## config.mk

```make
export PLATFORM = sky130hd
export DESIGN_NAME = button_events_flat
export DESIGN_NICKNAME = d
export VERILOG_FILES = /design/src/rtl/button_events_pkg.sv /design/src/rtl/button_events_if.sv /design/src/rtl/button_events_channel.sv /design/src/rtl/button_events.sv /design/src/flat_wrapper.sv
export SDC_FILE = /design/constraint.sdc
export NUM_CORES = 1
export LEC_CHECK = 0
export CAP_MARGIN = 20
export CORE_MARGIN = 2
export CORE_UTILIZATION = 56
export DETAILED_ROUTE_END_ITERATION = 6
export HOLD_SLACK_MARGIN = 0.15
export PLACE_DENSITY_LB_ADDON = 0.08
export REMOVE_ABC_BUFFERS = 1
export SLEW_MARGIN = 25
export SYNTH_ARGS = -nofsm -noshare
export SYNTH_HDL_FRONTEND = slang
export SYNTH_SLANG_ARGS = --single-unit
```

## constraint.sdc

```tcl
create_clock -name clk -period 2.9 [get_ports clk]
set_clock_uncertainty 0.15 [all_clocks]
set_input_delay 0.58 -clock clk [delete_from_list [all_inputs] [get_ports clk]]
set_output_delay 0.58 -clock clk [all_outputs]
set_load 0.02 [all_outputs]
```

## src/rtl/button_events_pkg.sv

```systemverilog
// Shared types and tick conversion for the button front end.
package btn_pkg;

    typedef enum logic [1:0] {IDLE, SHORT, LONG} btn_state_t;

    function automatic int ms_to_ticks(input int clk_hz, input int ms);
        return (clk_hz / 1000) * ms;
    endfunction

endpackage

```

## src/rtl/button_events_if.sv

```systemverilog
// Raw levels in, debounced level and event pulses out, one bit per channel.
interface button_events_if #(
    parameter int N_BTN = 4
);
    logic [N_BTN-1:0] raw_pressed;
    logic [N_BTN-1:0] held;
    logic [N_BTN-1:0] press;
    logic [N_BTN-1:0] click;
    logic [N_BTN-1:0] long_press;
    logic [N_BTN-1:0] repeat_evt;
    logic             any_event;

    modport master (output raw_pressed,
                    input  held, press, click, long_press, repeat_evt, any_event);
    modport slave  (input  raw_pressed,
                    output held, press, click, long_press, repeat_evt, any_event);
endinterface

```

## src/rtl/button_events_channel.sv

```systemverilog
// One button: 2-flop synchroniser, symmetric debouncer and press classifier.
module button_channel
    import btn_pkg::*;
#(
    parameter int CLK_HZ      = 50_000_000,
    parameter int DEBOUNCE_MS = 20,
    parameter int LONG_MS     = 500,
    parameter int REPEAT_MS   = 200
) (
    input  logic clk,
    input  logic reset,
    input  logic raw_pressed,
    output logic held,
    output logic press,
    output logic click,
    output logic long_press,
    output logic repeat_evt,
    output logic event_next
);
    localparam int DB_TICKS     = ms_to_ticks(CLK_HZ, DEBOUNCE_MS);
    localparam int LONG_TICKS   = ms_to_ticks(CLK_HZ, LONG_MS);
    localparam int REPEAT_TICKS = ms_to_ticks(CLK_HZ, REPEAT_MS);
    localparam int MAX_A        = (DB_TICKS > LONG_TICKS) ? DB_TICKS : LONG_TICKS;
    localparam int MAX_T        = (MAX_A > REPEAT_TICKS) ? MAX_A : REPEAT_TICKS;
    localparam int CNT_W        = $clog2(MAX_T + 1);

    localparam logic [CNT_W-1:0] DB_LAST   = CNT_W'(DB_TICKS - 1);
    localparam logic [CNT_W-1:0] LONG_LAST = CNT_W'(LONG_TICKS - 1);
    localparam logic [CNT_W-1:0] REP_LAST  = CNT_W'(REPEAT_TICKS - 1);

    if (DB_TICKS < 1 || LONG_TICKS < 1 || REPEAT_TICKS < 1) begin : g_bad_ticks
        $error("button_channel: every tick constant must be >= 1");
    end

    logic             s1, s;
    logic [CNT_W-1:0] dcnt, hcnt;
    btn_state_t       state;

    logic toggle, rise, fall;
    logic press_d, click_d, long_d, rep_d;

    // Pulses are decided from the edge that updates held so they line up with it.
    always_comb begin
        toggle     = (s != held) && (dcnt == DB_LAST);
        rise       = toggle && !held;
        fall       = toggle && held;
        press_d    = rise && (state == IDLE);
        click_d    = fall && (state == SHORT);
        long_d     = !fall && (state == SHORT) && (hcnt == LONG_LAST);
        rep_d      = !fall && (state == LONG)  && (hcnt == REP_LAST);
        event_next = press_d | click_d | long_d | rep_d;
    end

    always_ff @(posedge clk) begin
        if (reset) begin
            s1         <= 1'b0;
            s          <= 1'b0;
            held       <= 1'b0;
            dcnt       <= '0;
            hcnt       <= '0;
            state      <= IDLE;
            press      <= 1'b0;
            click      <= 1'b0;
            long_press <= 1'b0;
            repeat_evt <= 1'b0;
        end else begin
            s1 <= raw_pressed;
            s  <= s1;

            if (s == held) begin
                dcnt <= '0;
            end else if (toggle) begin
                held <= ~held;
                dcnt <= '0;
            end else begin
                dcnt <= dcnt + 1'b1;
            end

            press      <= press_d;
            click      <= click_d;
            long_press <= long_d;
            repeat_evt <= rep_d;

            case (state)
                IDLE: begin
                    if (rise) begin
                        state <= SHORT;
                        hcnt  <= '0;
                    end
                end
                SHORT: begin
                    if (fall) begin
                        state <= IDLE;
                    end else if (long_d) begin
                        state <= LONG;
                        hcnt  <= '0;
                    end else begin
                        hcnt <= hcnt + 1'b1;
                    end
                end
                LONG: begin
                    if (fall)       state <= IDLE;
                    else if (rep_d) hcnt  <= '0;
                    else            hcnt  <= hcnt + 1'b1;
                end
                default: state <= IDLE;
            endcase
        end
    end
endmodule

```

## src/rtl/button_events.sv

```systemverilog
// N independent button channels plus a registered any_event summary.
module button_events
    import btn_pkg::*;
#(
    parameter int N_BTN       = 4,
    parameter int CLK_HZ      = 50_000_000,
    parameter int DEBOUNCE_MS = 20,
    parameter int LONG_MS     = 500,
    parameter int REPEAT_MS   = 200
) (
    input logic            clk,
    input logic            reset,
    button_events_if.slave bus
);
    logic [N_BTN-1:0] held, press, click, long_press, repeat_evt, ev_next;
    logic             any_event;

    for (genvar i = 0; i < N_BTN; i++) begin : g_ch
        button_channel #(
            .CLK_HZ      (CLK_HZ),
            .DEBOUNCE_MS (DEBOUNCE_MS),
            .LONG_MS     (LONG_MS),
            .REPEAT_MS   (REPEAT_MS)
        ) u_ch (
            .clk         (clk),
            .reset       (reset),
            .raw_pressed (bus.raw_pressed[i]),
            .held        (held[i]),
            .press       (press[i]),
            .click       (click[i]),
            .long_press  (long_press[i]),
            .repeat_evt  (repeat_evt[i]),
            .event_next  (ev_next[i])
        );
    end

    always_ff @(posedge clk) begin
        if (reset) any_event <= 1'b0;
        else       any_event <= |ev_next;
    end

    assign bus.held       = held;
    assign bus.press      = press;
    assign bus.click      = click;
    assign bus.long_press = long_press;
    assign bus.repeat_evt = repeat_evt;
    assign bus.any_event  = any_event;
endmodule

```

## src/flat_wrapper.sv

```systemverilog
// flat-port wrapper written by rule: the top's interface ports become plain ports
module button_events_flat import btn_pkg::*;
#(
    parameter int N_BTN       = 4,
    parameter int CLK_HZ      = 50_000_000,
    parameter int DEBOUNCE_MS = 20,
    parameter int LONG_MS     = 500,
    parameter int REPEAT_MS   = 200
)
  (clk, reset, bus_raw_pressed, bus_held, bus_press, bus_click, bus_long_press, bus_repeat_evt, bus_any_event);
  button_events_if #(.N_BTN(N_BTN)) bus_i ();
  input logic clk;
  input logic reset;
  input wire logic [$bits(bus_i.raw_pressed)-1:0] bus_raw_pressed;
  output wire logic [$bits(bus_i.held)-1:0] bus_held;
  output wire logic [$bits(bus_i.press)-1:0] bus_press;
  output wire logic [$bits(bus_i.click)-1:0] bus_click;
  output wire logic [$bits(bus_i.long_press)-1:0] bus_long_press;
  output wire logic [$bits(bus_i.repeat_evt)-1:0] bus_repeat_evt;
  output wire logic [$bits(bus_i.any_event)-1:0] bus_any_event;
  assign bus_i.raw_pressed = bus_raw_pressed;
  assign bus_held = bus_i.held;
  assign bus_press = bus_i.press;
  assign bus_click = bus_i.click;
  assign bus_long_press = bus_i.long_press;
  assign bus_repeat_evt = bus_i.repeat_evt;
  assign bus_any_event = bus_i.any_event;
  button_events #(.N_BTN(N_BTN), .CLK_HZ(CLK_HZ), .DEBOUNCE_MS(DEBOUNCE_MS), .LONG_MS(LONG_MS), .REPEAT_MS(REPEAT_MS)) u_core (.clk(clk), .reset(reset), .bus(bus_i));
endmodule
```

## Word-level counts from Yosys, hierarchy flattened

Cells that the tools add are included.

- Add/sub/neg operators: 8
- Equality and inequality tests: 48
- Multiplexer cells: 44
- Bitwise gates (word level): 20
- Reduce and logical (&&, ||, !) cells: 69

Operators by type and width:

| cell | count |
|---|---|
| 25-bit two-way mux | 20 |
| 25-bit case mux with 3 select lines | 4 |
| 25-bit by 1-bit adder with 25-bit output, second input constant | 8 |
| 25-bit by 20-bit equality test with 1-bit output, second input constant | 4 |
| 25-bit by 24-bit equality test with 1-bit output, second input constant | 4 |
| 25-bit equality test, second input constant | 4 |
| 1-bit logical AND | 36 |
| 2-bit two-way mux | 16 |
| 2-bit != test, second input constant | 16 |
| 2-bit case mux with 3 select lines | 4 |
| 4-bit AND reduction | 4 |
| 3-bit != test, second input constant | 4 |
| 1-bit OR | 12 |
| 3-bit AND reduction | 4 |
| 3-bit nonzero test | 4 |
| 3-bit OR reduction | 4 |
| 2-bit by 1-bit equality test with 1-bit output, second input constant | 4 |
| 2-bit equality test, second input constant | 4 |
| 1-bit logical NOT | 8 |
| 2-bit logical NOT | 4 |
| 1-bit NOT | 8 |
| 2-bit AND reduction | 4 |
| 1-bit equality test | 4 |
| 1-bit != test | 4 |
| 4-bit OR reduction | 1 |

- Bits in registers: 237
- Input port bits: 6
- Output and inout port bits: 21
- Word-level logic and storage cells: 230

## Longest topological paths before layout

Gate-level depths: netlist of the first run.

- Word-level depth: 9
- Mapped depth: 10

## By module

A second synthesis of the first run with hierarchy kept.

- Cells, all modules: 1405
- Area total of the unflattened synthesis: 11985.2 um^2

By module, submodules not included:

| module | instances | cells each | area an instance (um^2) |
|---|---|---|---|
| button_channel (u_core.g_ch[0].u_ch ...) | 3 | 356 | 3009.1 |
| button_channel (u_core.g_ch[3].u_ch) | 1 | 334 | 2927.8 |
| button_events | 1 | 3 | 30.0 |

## Least setup slack after synthesis of the first run

OpenSTA, ideal clock, no wires.

- Kind: register -> register
- Start: register u_core.g_ch[0].u_ch.dcnt[0]
- End: register u_core.g_ch[0].u_ch.hcnt[0]
- Arrival: 2421 ps
- Required time: 2632 ps
- Setup slack: 211 ps
- Stages on the path, launching flop included: 10
- Cells stage by stage: dfxtp_1 > ha_1 > nand3_2 > or4_4 > o31a_1 > or2_1 > buf_2 > o31ai_2 > buf_2 > nor2_1

- Longest elaborated chain between the ends: 9
- Elaborated cells on any way between the ends: 18
- Classes of those cells: eq/ne (4); mux (5); reduce/logical (9)

RTL lines:

| what | RTL line | text |
|---|---|---|
| start, declared | button_events_channel.sv:36 | `logic [CNT_W-1:0] dcnt, hcnt;` |
| start signal, assigned | button_events_channel.sv:76 | `dcnt <= dcnt + 1'b1;` |
| 25-bit by 20-bit equality test with 1-bit output (*) | button_events_channel.sv:44 | `toggle = (s != held) && (dcnt == DB_LAST);` |
| 1-bit logical AND (*) | button_events_channel.sv:44 |  |
| 1-bit logical AND | button_events_channel.sv:46 | `fall = toggle && held;` |
| 1-bit logical NOT | button_events_channel.sv:49, button_events_channel.sv:50 |  |
| 1-bit logical AND, on equally long branches (2 in a row) | button_events_channel.sv:50, button_events_channel.sv:49 |  |
| 25-bit two-way mux, on equally long branches | button_events_channel.sv:103, button_events_channel.sv:94 |  |
| 25-bit two-way mux, on equally long branches | button_events_channel.sv:102, button_events_channel.sv:92 |  |
| 25-bit case mux with 3 select lines | button_events_channel.sv:84 | `case (state)` |
| end signal, assigned | button_events_channel.sv:98 | `hcnt <= hcnt + 1'b1;` |
| end signal, assigned | button_events_channel.sv:104 | `else hcnt <= hcnt + 1'b1;` |
| end, declared | button_events_channel.sv:36 |  |

Mark *: on every way between the ends. The rest lies on a longest branch, timed or not. The select of a mux whose other input is x is not followed.
A chain may end at the register's enable or synchronous reset.

## Final worst setup path of the first run

- Start: register u_core.g_ch[0].u_ch.dcnt[0]
- End: register u_core.g_ch[0].u_ch.hcnt[23]

Same word-level chain as after synthesis.

==> summary.txt, run 1 <==
Outcome
  – Run status: complete, no violations

Clock tree
  – CTS tree: built
  – CTS sink count: 237
  – Clock root buffer: clkbuf_16
  – CTS H-tree lvls: 1
  – Setup bufs post-CTS: 0
  – Clock Pin Slew Worst Setup and Hold Paths: 0.06 ns
  – Max clock buf depth: 3
  – Hold Buf Count CTS: 0
  – Insertion delay to the later sink of the worst-skew pair: 0.54 ns
  – CTS buffer count: 27
  – Cts repair resizes: 0

Die
  – Die area: 22,800 µm²
  – Initial Util: 57.3%
  – Core outline area: 21,100 µm²
  – Num ports: 27
  – Width of the die: 151 µm
  – Row cnt: 53
  – Die Ht: 151 µm

Timing
  – Measured slew at the worst slew-check pin: 0.587 ns
  – F_max: 0.361 GHz
  – Final Critical Period: 2.77 ns
  – Final hold slack: 0.292 ns
  – Slew margin rel.: 60.5%
  – Final worst-path setup slack: 0.129 ns
  – Final Hold Fails: 0
  – Fin crit share: 95.5%
  – RSZ-0062 raised after global routing: true
  – Final setup violation count: 0
  – Final-report max-slew violation count: 0

GRT
  – Remaining global-route overflow: 0
  – Largest net degree at the start of global routing: 47
  – Met2 Use GR: 39.3%
  – Met1 GRT Util: 32.5%
  – Gr busiest metal: met2
  – Vias in the first global route: 9,422
  – First-pass GRT wire length: 45.3 mm
  – Met3 GRT Util: 3.22%
  – Initial antenna violation count: 0
  – GRT Total Usage: 23.7%

Yosys
  – YS warnings: 0
  – Synth cell types: 75
  – Post-synth EDFFs: 0
  – Async S/R FF share, synth: 0%
  – Main synth FF type: dfxtp_1
  – Count leader, synth: dfxtp_1
  – Area contributors post-synth: dfxtp_1, xnor2_1, nor2_1, xor2_1, nand3_1
  – Post-Syn Instances: 1,422
  – Syn avg cell area: 8.50 µm²
  – Area leader, netlist: dfxtp_1
  – Post-synthesis sequential area ratio: 39.3%
  – Yosys reg bits: 237
  – Synth top area share: 39.3%
  – Post-synth top cells: dfxtp_1, nor2_1, xnor2_1
  – Synthesized cell area: 12,100 µm²

Min path
  – Worst min path class: reg2reg

Placement
  – Post-detail-place hpwl: 18.4 mm
  – IO buf count: 26
  – Routability cong.: 0.837
  – Pre-CTS setup slack: 0.0421 ns

Final layout
  – Nets: 1,470
  – Diode count: 0
  – Layout cells sized above 1: 9.16%
  – Area grow syn2layout: 12.2%

Flow run
  – Max-Cap Viols: 0

Worst setup path
  – Crit start category: register
  – Critical path arrival: 3.08 ns
  – Crit path capture type: register
  – Kind of critical path: reg2reg
  – Crit path max fanout: 5
  – Required time of the critical path: 3.21 ns

Drt
  – Vias: 10.1k
  – DRC violations left: 0
  – DRC marker count from the first detailed-route iteration: 680
  – Post-DRT Antenna Nets: 0
  – Drt pass-1 iters: 5
  – Avg WL per Cell: 15.3 µm
  – Vias per cell: 5.81
  – Total wire length: 26.6 mm

Pwr
  – PwrDens: 485 nW/µm²
  – Maximum vdd ir drop: 444 µV
  – Static Leakage: 4.20 nW
[metrics by stage]
stage	TNS, ns	utilization (%)	instance area (µm²)	instances	total power (W)
after global routing	-0.00511	64.3	13600	1738	0.00679
after CTS	0	64.2	13500	1738	0.00665
after global placement	0	60.1	12700	1690	0.00342
final	0	64.3	13600	1738	0.00658
after detailed placement	0	60.1	12700	1690	0.00342
after floorplan	-66.13	-	11700	1343	0.00337
[sequential cells by signal (all words and copies together), names as in the netlist]
register,flops
u_core.g_ch.u_ch.hcnt,100
u_core.g_ch.u_ch.state,8
u_core.g_ch.u_ch.repeat_evt,4
u_core.g_ch.u_ch.long_press,4
u_core.g_ch.u_ch.s,4
u_core.bus.any_event,1
u_core.g_ch.u_ch.held,4
u_core.g_ch.u_ch.dcnt,100
u_core.g_ch.u_ch.s1,4
u_core.g_ch.u_ch.click,4
u_core.g_ch.u_ch.press,4
[routing by layer]
layer	wire length (µm)	vias to the layer above	part of all wire [%]
met5	0	-	0
met4	657	0	2.5
met3	928	52	3.5
met2	12000	168	45
met1	13000	4772	49
li1	-	5102	-
[critical path: stages, from the launching register on]
cell,delay [ns]
dfxtp_1,0.36
ha_1,0.21
nand3_2,0.11
or4_4,0.58
o31a_1,0.30
or2_1,0.32
or4_4,0.54
a21oi_2,0.14
[kinds of logic (layout without fill, tap and decap cells)]
logic type	after synthesis	in the layout	synth area share, %
AOI/OAI and AO/OA	133	133	8.35
xor gates and xnor gates	167	167	12.1
adders and majority gates	20	20	2.07
buffers and inverters	110	151	4.26
DFF	237	237	39.3
muxes	8	8	0.663
and+or+nand+nor	747	747	33.3
[cell usage in the layout, fill, tap and decap left out, drive strengths merged, types with 14 or more instances in the layout]
master         count
xnor2            116
o211ai            14
nor3              48
buf               47
nor2             224
or4               14
clkbuf            37
nand2             99
xor2              51
nand3             81
and3              29
ha                20
a21oi             28
clkdlybuf4s50     25
and4              23
nor4              43
inv               31
and2              19
nand4             56
nor2b             18
dfxtp            237
nor4b             21
[worst paths after layout]
check                                                                  to  cells after the start                              startpoint  slack, ns
worst min register to register     u_core.g_ch[1].u_ch.dcnt[0]$_SDFF_PP0_                      1  u_core.g_ch[1].u_ch.dcnt[0]$_SDFF_PP0_       0.29
worst min-delay path               u_core.g_ch[1].u_ch.dcnt[0]$_SDFF_PP0_                      1  u_core.g_ch[1].u_ch.dcnt[0]$_SDFF_PP0_       0.29
worst max register to register  u_core.g_ch[0].u_ch.hcnt[23]$_SDFFE_PP0P_                      7  u_core.g_ch[0].u_ch.dcnt[0]$_SDFF_PP0_       0.13
worst max-delay path            u_core.g_ch[0].u_ch.hcnt[23]$_SDFFE_PP0P_                      7  u_core.g_ch[0].u_ch.dcnt[0]$_SDFF_PP0_       0.13
[final cells by class]
| class | instances | area (µm²) |
|---|---|---|
| clock inverter | 11 | 82.6 |
| timing repair buffer | 72 | 629 |
| tap | 275 | 344 |
| clock buffer | 37 | 763 |
| sequential | 237 | 4740 |
| inverter | 31 | 116 |
| fill | 1898 | 7530 |
| multi-input combinational | 1075 | 6880 |
[power breakdown]
| part | internal [W] | switching, W | leakage, nW |
|---|---|---|---|
| sequential | 0.00326 | 0.00000479 | 1.91 |
| combinational | 0.0000245 | 0.0000560 | 1.87 |
| clock | 0.00191 | 0.00131 | 0.424 |
(Power assumes the default switching activity.)
==> run 2, diff against run 1 <==
--- a/config.mk
+++ b/config.mk
@@ -9,6 +9,7 @@
 export CORE_MARGIN = 2
 export CORE_UTILIZATION = 56
 export DETAILED_ROUTE_END_ITERATION = 6
+export GPL_TIMING_DRIVEN = 0
 export HOLD_SLACK_MARGIN = 0.15
 export PLACE_DENSITY_LB_ADDON = 0.08
 export REMOVE_ABC_BUFFERS = 1
==> run 2 against run 1 <==
  * Die area is the same
  * Worst hold slack lost 0.010 ns
  * Wire length grew 1.1%
  * Via count shrank 0.45%
  * Cell area grew 0.70%
  * Critical endpoint is now u_core.g_ch[0].u_ch.hcnt[11]$_SDFFE_PP0P_
  * Maximum frequency shrank 0.24%
  * Cell count shrank 0.81%
  * Flip-flop and latch count is the same
  * Core utilization grew 0.45 points
  * Clock-buffer cell count grew 5
==> summary.txt, run 2 (same netlist as run 1, synthesis figures left out) <==
Drt
  – Met3 routed WL: 1.02 mm (+9.9%)
  – DRC marker count from the first detailed-route iteration: 499 (-27%)
  – Vias per cell: 5.83 (+0.36%)
  – Avg WL per Cell: 15.6 µm (+1.9%)
  – Post-DRT Antenna Nets: 0 (unchanged)
  – Vias: 10.0k (-0.45%)
  – Total wire length: 26.9 mm (+1.1%)
  – Met1 Wirelength: 12.7 mm (-1.9%)
  – DR top layer: met4
  – DRC violations left: 0 (unchanged)
  – Drt pass-1 iters: 5 (unchanged)
  – Metal2 WL: 12.6 mm (+5.0%)

Timing
  – Fin crit share: 95.8% (+0.23 points)
  – F_max: 0.360 GHz (-0.24%)
  – Final Critical Period: 2.78 ns (+0.00678 ns)
  – Measured slew at the worst slew-check pin: 1.06 ns (+0.470 ns)
  – RSZ-0062 raised after global routing: false
  – Final setup violation count: 0 (unchanged)
  – Final-report max-slew violation count: 0 (unchanged)
  – Slew margin rel.: 29.5% (-31 points)
  – Final hold slack: 0.282 ns (-0.0101 ns)
  – Final Hold Fails: 0 (unchanged)

Worst setup path
  – Kind of critical path: reg2reg
  – CP max stage delay: 0.49 ns (-0.09 ns)
  – Required time of the critical path: 3.17 ns (-0.04 ns)
  – Crit start category: register
  – CP delay by family, top: simple AND/OR/NAND/NOR gates
  – Critical path buffers and inverters: 1 (+1)
  – Crit-path slowest cell: or4_4
  – Worst-path cell chain: ha_1 > nand3_2 > or4_4 > o31a_4 > or2_4 > o31ai_4 > buf_4 > nor2_1
  – Critical path arrival: 3.05 ns (-0.03 ns)
  – Crit path max fanout: 10 (+5)
  – R2R Setup Slk: 0.12 ns (about the same)
  – Crit path capture type: register

Final layout
  – Diode count: 0 (unchanged)
  – Most common cell after layout, fill and taps aside: dfxtp_1
  – Largest regs: u_core.g_ch.u_ch.dcnt x100, u_core.g_ch.u_ch.hcnt x100, u_core.g_ch.u_ch.state x8
  – Commonest cells after routing, fill and taps aside: dfxtp_1, nor2_1, xnor2_1
  – Layout cells sized above 1: 9.66% (+0.50 points)
  – Area grow syn2layout: 13.0%
  – Design Area, Final: 13,700 µm² (+0.70%)
  – Nets: 1,456 (-0.95%)
  – Final core occ: 64.7% (+0.45 points)

Clock tree
  – Clock root buffer: clkbuf_16
  – CTS tree: built
  – CTS H-tree lvls: 1 (unchanged)
  – Hold Buf Count CTS: 0 (unchanged)
  – Max clock buf depth: 3 (unchanged)
  – CTS sink count: 237 (unchanged)
  – Insertion delay to the later sink of the worst-skew pair: 0.54 ns (about the same)
  – Clock Pin Slew Worst Setup and Hold Paths: 0.06 ns (about the same)
  – CTS buffer count: 26 (-3.7%)

Pwr
  – Sw Ratio: 20.8% (-0.057 points)
  – Comb pwr share: 1.4% (+0.2 points)
  – P_sw: 0.00137 W (about the same)
  – Int Power: 0.00522 W (+0.30%)
  – Maximum vdd ir drop: 368 µV (-17%)
  – Clock share of power: 49.0% (about the same)
  – Static Leakage: 4.22 nW (+0.41%)
  – Sequential share of power: 49.6% (about the same)
  – PwrDens: 483 nW/µm² (-0.47%)

GRT
  – Initial antenna violation count: 0 (unchanged)
  – Largest net degree at the start of global routing: 28 (-40%)
  – Remaining global-route overflow: 0 (unchanged)
  – First-pass GRT wire length: 44.8 mm (-0.96%)
  – Vias in the first global route: 9,134 (-3.1%)
  – GRT Total Usage: 23.4% (-0.26 points)

Die
  – Width of the die: 151 µm (unchanged)
  – Num ports: 27 (unchanged)
  – Initial Util: 57.3% (unchanged)
  – Row cnt: 53 (unchanged)
  – Core outline area: 21,100 µm² (unchanged)
  – Die area: 22,800 µm² (unchanged)
  – Die Ht: 151 µm (unchanged)

Placement
  – Post-detail-place hpwl: 18.0 mm (-2.4%)
  – DP Area: 12,500 µm² (-1.5%)
  – Routability cong.: 0.886 (+5.8%)
  – IO buf count: 26 (unchanged)

Outcome
  – Run status: complete, no violations

Flow run
  – Max-Cap Viols: 0 (unchanged)

Min path
  – Worst min path class: reg2reg
## run 2: power by group through the flow
| stage | Clock (W) | Combinational (W) | Sequential (W) |
|---|---|---|---|
| floorplan | 0 | 0.0000335 | 0.00334 |
| global route | 0.00344 | 0.000102 | 0.00327 |
| finish | 0.00323 | 0.0000934 | 0.00327 |
| detailed placement | 0 | 0.0000848 | 0.00334 |
| global placement | 0 | 0.0000678 | 0.00334 |
| CTS | 0.00330 | 0.0000916 | 0.00327 |
## run 2: worst paths after layout
check / from / end / depth (start not counted)
worst max-delay path: u_core.g_ch[0].u_ch.dcnt[0]$_SDFF_PP0_ / u_core.g_ch[0].u_ch.hcnt[11]$_SDFFE_PP0P_ / 8
worst max register to register: u_core.g_ch[0].u_ch.dcnt[0]$_SDFF_PP0_ / u_core.g_ch[0].u_ch.hcnt[11]$_SDFFE_PP0P_ / 8
worst min register to register: u_core.g_ch[3].u_ch.s1$_SDFF_PP0_ / u_core.g_ch[3].u_ch.s$_SDFF_PP0_ / 1
worst min-delay path: u_core.g_ch[3].u_ch.s1$_SDFF_PP0_ / u_core.g_ch[3].u_ch.s$_SDFF_PP0_ / 1
## run 2: layout make-up
cell class	count	area, µm²
Multi-Input combinational cell	1076	7060
Clock buffer	42	822
Timing Repair Buffer	58	537
Fill cell	1794	7440
Tap cell	275	344
Inverter	31	116
Clock inverter	5	25.0
Sequential cell	237	4740
## run 2: metrics by stage
step	total power (W)	TNS [ns]	setup WS, ns	cells
final	0.00659	0	0.122	1724
after global routing	0.00681	0	0.00113	1724
after CTS	0.00666	0	0.00599	1716
after detailed placement	0.00342	-34.77	-0.914	1656
after global placement	0.00341	-306.51	-2.28	1644
after floorplan	0.00337	-66.13	-0.904	1343
## run 2: timing repair
item | in CTS | in global routing
gates resized for setup | 13 | 17
endpoints found under the setup margin | 90 | 94
setup buffers | 12 | 7
cloned | 1 | 1
pin swaps | 7 | 7
hold endpoints to repair | 0 | 0
## run 2: layer usage
metal | track usage (%) | up-vias
met4 | 5.14 | 0
met2 | 39.6 | 175
met5 | 0 | -
li1 | - | 5065
met3 | 2.98 | 45
met1 | 32.1 | 4764
